## config.mk

```make
export PLATFORM = sky130hd
export DESIGN_NAME = data_cache
export DESIGN_NICKNAME = d
export VERILOG_FILES = /design/src/rtl/data_cache.sv
export SDC_FILE = /design/constraint.sdc
export NUM_CORES = 2
export LEC_CHECK = 0
export BUFFER_PORTS_ARGS = -buffer_cell sky130_fd_sc_hd__clkbuf_2
export CORE_MARGIN = 3
export CORE_UTILIZATION = 25
export DETAILED_ROUTE_END_ITERATION = 10
export PLACE_DENSITY_LB_ADDON = 0.15
export RECOVER_POWER = 25
export SKIP_LAST_GASP = 1
export SYNTH_ARGS = -nofsm -noshare
export SYNTH_HDL_FRONTEND = slang
export SYNTH_SLANG_ARGS = --single-unit
```

## constraint.sdc

```tcl
create_clock -name clk -period 7.3 [get_ports clk]
set_input_delay 0.73 -clock clk [delete_from_list [all_inputs] [get_ports clk]]
set_output_delay 0.73 -clock clk [all_outputs]
set_load 0.05 [all_outputs]
```

## src/rtl/data_cache.sv

```systemverilog
`default_nettype none
// ============================================================================
// Module   : data_cache
// Purpose  : Direct-mapped, write-back / write-allocate data cache with one
//            128-bit line (4 words) per set and a line-granular memory port.
// Revision : 1.0 - initial release
// ============================================================================
module data_cache #(
    parameter int NUM_SETS = 16
) (
    input  logic         clk,
    input  logic         reset,
    input  logic         is_input_valid,
    input  logic [31:0]  addr,
    input  logic         mem_rw,
    input  logic [31:0]  din,
    output logic         is_ready,
    output logic         is_output_valid,
    output logic [31:0]  dout,
    output logic         is_hit,
    output logic         mem_req_valid,
    input  logic         mem_req_ready,
    output logic         mem_req_write,
    output logic [31:0]  mem_req_addr,
    output logic [127:0] mem_req_data,
    input  logic         mem_resp_valid,
    input  logic [127:0] mem_resp_data,
    output logic [31:0]  hit_count,
    output logic [31:0]  miss_count
);

    localparam int IW = $clog2(NUM_SETS);
    localparam int TW = 28 - IW;

    typedef enum logic [2:0] {
        S_IDLE      = 3'd0,
        S_COMPARE   = 3'd1,
        S_WRITEBACK = 3'd2,
        S_ALLOCATE  = 3'd3,
        S_WAIT_FILL = 3'd4
    } state_t;

    state_t              state_q;

    // Latched request (byte-offset bits are never needed)
    logic [31:2]         req_addr_q;
    logic [31:0]         req_din_q;
    logic                req_rw_q;
    logic                miss_q;

    // Cache storage
    logic [NUM_SETS-1:0] valid_q;
    logic [NUM_SETS-1:0] dirty_q;
    logic [TW-1:0]       tag_q  [NUM_SETS];
    logic [127:0]        data_q [NUM_SETS];

    // Registered outputs
    logic                ready_q;
    logic                out_valid_q;
    logic                hit_q;
    logic [31:0]         dout_q;
    logic                mreq_valid_q;
    logic                mreq_write_q;
    logic [31:0]         mreq_addr_q;
    logic [127:0]        mreq_data_q;
    logic [31:0]         hit_cnt_q;
    logic [31:0]         miss_cnt_q;

    // Lookup of the incoming request, so a hit can be flagged on acceptance
    logic [IW-1:0]       in_idx;
    logic [TW-1:0]       in_tag;
    logic [6:0]          in_bit;
    logic                in_hit;
    logic [31:0]         in_word;

    // Lookup of the latched request
    logic [IW-1:0]       req_idx;
    logic [TW-1:0]       req_tag;
    logic [6:0]          req_bit;
    logic                req_hit;
    logic [31:0]         victim_addr;
    logic [31:0]         fill_addr;

    // Byte-select bits carry no meaning for a word-addressed cache
    logic                unused_byte_bits;
    assign unused_byte_bits = ^addr[1:0];

    assign in_idx      = addr[4 +: IW];
    assign in_tag      = addr[4 + IW +: TW];
    assign in_bit      = {addr[3:2], 5'b0};
    assign in_hit      = valid_q[in_idx] && (tag_q[in_idx] == in_tag);
    assign in_word     = data_q[in_idx][in_bit +: 32];

    assign req_idx     = req_addr_q[4 +: IW];
    assign req_tag     = req_addr_q[4 + IW +: TW];
    assign req_bit     = {req_addr_q[3:2], 5'b0};
    assign req_hit     = valid_q[req_idx] && (tag_q[req_idx] == req_tag);
    assign victim_addr = {tag_q[req_idx], req_idx, 4'b0};
    assign fill_addr   = {req_addr_q[31:4], 4'b0};

    assign is_ready        = ready_q;
    assign is_output_valid = out_valid_q;
    assign is_hit          = hit_q;
    assign dout            = dout_q;
    assign mem_req_valid   = mreq_valid_q;
    assign mem_req_write   = mreq_write_q;
    assign mem_req_addr    = mreq_addr_q;
    assign mem_req_data    = mreq_data_q;
    assign hit_count       = hit_cnt_q;
    assign miss_count      = miss_cnt_q;

    // Controller FSM; completion outputs are registered on the edge entering
    // COMPARE when that COMPARE is known to hit, giving a pulse in COMPARE.
    always_ff @(posedge clk) begin
        if (reset) begin
            state_q      <= S_IDLE;
            valid_q      <= '0;
            dirty_q      <= '0;
            miss_q       <= 1'b0;
            req_addr_q   <= '0;
            req_din_q    <= '0;
            req_rw_q     <= 1'b0;
            ready_q      <= 1'b1;
            out_valid_q  <= 1'b0;
            hit_q        <= 1'b0;
            dout_q       <= '0;
            mreq_valid_q <= 1'b0;
            mreq_write_q <= 1'b0;
            mreq_addr_q  <= '0;
            mreq_data_q  <= '0;
            hit_cnt_q    <= '0;
            miss_cnt_q   <= '0;
        end else begin
            out_valid_q <= 1'b0;
            hit_q       <= 1'b0;
            dout_q      <= '0;
            case (state_q)
                S_IDLE: begin
                    if (is_input_valid) begin
                        req_addr_q <= addr[31:2];
                        req_din_q  <= din;
                        req_rw_q   <= mem_rw;
                        miss_q     <= 1'b0;
                        ready_q    <= 1'b0;
                        state_q    <= S_COMPARE;
                        if (in_hit) begin
                            out_valid_q <= 1'b1;
                            hit_q       <= 1'b1;
                            dout_q      <= mem_rw ? 32'd0 : in_word;
                        end
                    end
                end
                S_COMPARE: begin
                    if (req_hit) begin
                        if (req_rw_q) begin
                            data_q[req_idx][req_bit +: 32] <= req_din_q;
                            dirty_q[req_idx]               <= 1'b1;
                        end
                        if (miss_q) miss_cnt_q <= miss_cnt_q + 32'd1;
                        else        hit_cnt_q  <= hit_cnt_q + 32'd1;
                        ready_q <= 1'b1;
                        state_q <= S_IDLE;
                    end else begin
                        miss_q       <= 1'b1;
                        mreq_valid_q <= 1'b1;
                        if (valid_q[req_idx] && dirty_q[req_idx]) begin
                            mreq_write_q <= 1'b1;
                            mreq_addr_q  <= victim_addr;
                            mreq_data_q  <= data_q[req_idx];
                            state_q      <= S_WRITEBACK;
                        end else begin
                            mreq_write_q <= 1'b0;
                            mreq_addr_q  <= fill_addr;
                            mreq_data_q  <= '0;
                            state_q      <= S_ALLOCATE;
                        end
                    end
                end
                S_WRITEBACK: begin
                    if (mem_req_ready) begin
                        mreq_write_q <= 1'b0;
                        mreq_addr_q  <= fill_addr;
                        mreq_data_q  <= '0;
                        state_q      <= S_ALLOCATE;
                    end
                end
                S_ALLOCATE: begin
                    if (mem_req_ready) begin
                        mreq_valid_q <= 1'b0;
                        state_q      <= S_WAIT_FILL;
                    end
                end
                S_WAIT_FILL: begin
                    if (mem_resp_valid) begin
                        data_q[req_idx]  <= mem_resp_data;
                        tag_q[req_idx]   <= req_tag;
                        valid_q[req_idx] <= 1'b1;
                        dirty_q[req_idx] <= 1'b0;
                        out_valid_q      <= 1'b1;
                        dout_q           <= req_rw_q ? 32'd0 : mem_resp_data[req_bit +: 32];
                        state_q          <= S_COMPARE;
                    end
                end
                default: state_q <= S_IDLE;
            endcase
        end
    end

endmodule
`default_nettype wire

```

==> flow_summary.ini <==
[floorplanning]
io_pins = 459
fp-row-count = 264
die_w_um = 728
initial_core_util_pct = 25.2
fp.dieH_um = 728
core_um2 = 519000
dieArea_um2 = 531000

[place]
portBuffers = 452
placedCellCount = 14200
place.gp.congestion = 0.809
dp_hpwl_um = 341000

[drt]
via_count = 77400
drc_errors = 0
drt_iter0_markers = 7858
wire_per_inst_um = 35.4
first_pass_iters = 6
vias_per_cell = 5.18
wl_um = 528000
ant_nets = 0

[global_route]
grt-ovfl-total = 0
grt.total_usage_pct = 19.5
grt_antenna_before_repair = 49
grt_pass1_vias = 80500
grt_pass1_wl_um = 716000
grt_start_max_net_pins = 131

[cts]
postCtsSetupBuffers = 0
clk_latency_ns = 0.99
cts_buffers = 340
cts_tree = yes
clock-sinks = 2792
cts_buffer_depth = 4
htree_levels = 5
root_buffer = clkbuf_16
cts.clk_slew.worst_paths_ns = 0.06

[timing]
slew_headroom_pct = -165
finClkSkew_ns = 0.100
tightest_slew_ns = 3.97
finalSetupTns_ns = 0
period_needed_ns = 6.37
setup_viol = 0
fmax_ghz = 0.157
hold_viol = 0
slew_violations = 163
rsz0062_at_grt = no
period_share_pct = 87.3

[synthesis]
synthTopCellsByCount = 2432 x edfxtp_1, 1497 x mux4_2, 563 x nand2_1
synth_ff_type = edfxtp_1
synth_top_area_cell = edfxtp_1
synth_edf_count = 2432
synth_most_common_cell = edfxtp_1
synth_area_leaders = edfxtp_1 56%, mux4_2 26%, dfxtp_1 5.5%
ys_warn_count = 0
netlist_instances = 7128
synth-seq-area-share_pct = 61.5
synth_top_cell_area_share_pct = 56.0
async_flop_share_pct = 0
yosys_register_bits = 2792
syn-cell-area_um2 = 130000
synth_cell_type_count = 83
synth.avg_cell_area_um2 = 18.3

[setup_path]
endpoint_kind = register
slowest_stage = clkbuf_1
crit_required_ns = 7.93
slowest_delay_ns = 1.83
worst_ep_arrival_time_ns = 7.01
crit_top_cell = buf_4
cp-start-kind = register
worstPathCellList = nor2_1, nand3_1, buf_4, or2_0, clkbuf_1, nor2_2, buf_4
crit_family = simple AND/OR/NAND/NOR gates
critical_path_class = reg2reg
cp_max_fo = 33
crit_buf_inv = 3

[outcome]
status = complete, but fails checks
violations = capacitance limit, slew limit

[layout]
layout.nets = 7913
area_delta_synth_final_pct = 18.3
drive_above_1_share_pct = 35.1
layout.cells.non_filler = 14900
multi_input_area_um2 = 48200
regArea_um2 = 80300
nFillCells = 51100

[pwr]
p_leak_nw = 51.1
powerDensity_nw_per_um2 = 265
ir_worst_vdd_mv = 0.182

[min_path]
hp-class = in2reg

[run]
drv_cap = 6
## layout by cell type, fill, tap and decap left out, drive strengths merged, types with 41 or more instances in the layout
cell type,netlist,routed
mux2,79,79
clkinv,2,122
nand2,563,563
nor3,47,47
mux2i,253,253
a21oi,129,129
dfxtp,360,360
nand2b,147,147
nor2,195,195
clkbuf,345,909
nor2b,61,61
or3b,93,93
buf,234,314
a211oi,41,41
inv,43,60
mux4,1508,1508
edfxtp,2432,2432
nand3,234,234
## tightest hold or removal path: stages
cell and delay (ns):
clkbuf_2 0.13, nand2_1 0.07, a21oi_1 0.05
## through the flow
step	power, mW	hold WS (ns)	area, um^2	utilization, %	setup WS [ns]
after global routing	42.3	0.0571	154000	29.8	0.656
final	40.9	0.118	154000	29.8	0.925
after global placement	24.2	0.454	143000	27.6	1.21
after detailed placement	24.2	0.450	143000	27.6	1.25
after CTS	41.5	0.0141	155000	29.8	1.26
after floorplan	21.7	0.445	131000	-	2.24
## sequential cells by signal (all words and copies together) (netlist names), named ones only
register / flops
req_din_q: 32
is_ready: 1
is_hit: 1
mem_req_valid: 1
mem_req_addr: 28
miss_q: 1
is_output_valid: 1
tag_q: 384
hit_count: 32
req_rw_q: 1
valid_q: 16
mem_req_data: 128
mem_req_write: 1
req_addr_q: 30
miss_count: 32
data_q: 2048
dout: 32
state_q: 3
## metal layers
layer | global-route usage (%) | part of all wire, % | wire length, um | vias up
met5 | 0 | 0.017 | 92 | -
met4 | 5.39 | 3.0 | 15700 | 14
met3 | 3.22 | 6.2 | 32700 | 629
met2 | 32.4 | 48 | 256000 | 2934
met1 | 26.4 | 42 | 224000 | 42900
li1 | - | - | - | 30900
## logic make-up (layout without fill, tap and decap cells)
kind of cell / Yosys count / in the layout / share of synthesized area (%)
AO/OA/AOI/OAI: 350 / 350 / 1.78
XOR/XNOR: 45 / 45 / 0.308
adder cells (fa/ha/maj): 7 / 7 / 0.0671
buffers and inverters: 624 / 1481 / 2.06
flip-flops: 2792 / 2792 / 61.5
multiplexers: 1840 / 1840 / 28.7
other: 1 / 31 / 0.00287
AND/OR/NAND/NOR: 1469 / 1469 / 5.61
## repair_timing
action,CTS,global route
hold buffers,37,0
gates resized for setup,0,0
endpoints found under the hold margin,37,0
## power breakdown
| group | total, mW | internal (mW) | switching, mW |
|---|---|---|---|
| Sequential | 17.9 | 17.5 | 0.347 |
| Clock | 17.1 | 9.88 | 7.20 |
| Combinational | 5.93 | 2.27 | 3.66 |
| Total | 40.9 | 29.7 | 11.2 |
## worst paths after layout
check / start / cells after the start / endpoint / slack [ns]
setup / recovery: state_q[0]$_SDFFE_PP0P_ / 7 / tag_q[7][8]$_DFFE_PP_ / 0.93
hold reg to reg: req_din_q[9]$_SDFFE_PP0P_ / 2 / req_din_q[9]$_SDFFE_PP0P_ / 0.46
setup reg to reg: state_q[0]$_SDFFE_PP0P_ / 7 / tag_q[7][8]$_DFFE_PP_ / 0.93
hold / removal: addr[31] / 3 / req_addr_q[31]$_SDFFE_PP0P_ / 0.12
## final cells by class
type	count	area share, %
antenna	27	0.0438
clock buffer	446	5.97
clock inverter	176	1.18
inverter	45	0.115
multi-input combinational	3715	31.2
sequential	2792	52.0
tap	6916	5.60
timing repair buffer	814	3.87
Note: power is estimated with default switching activity, not from simulation.
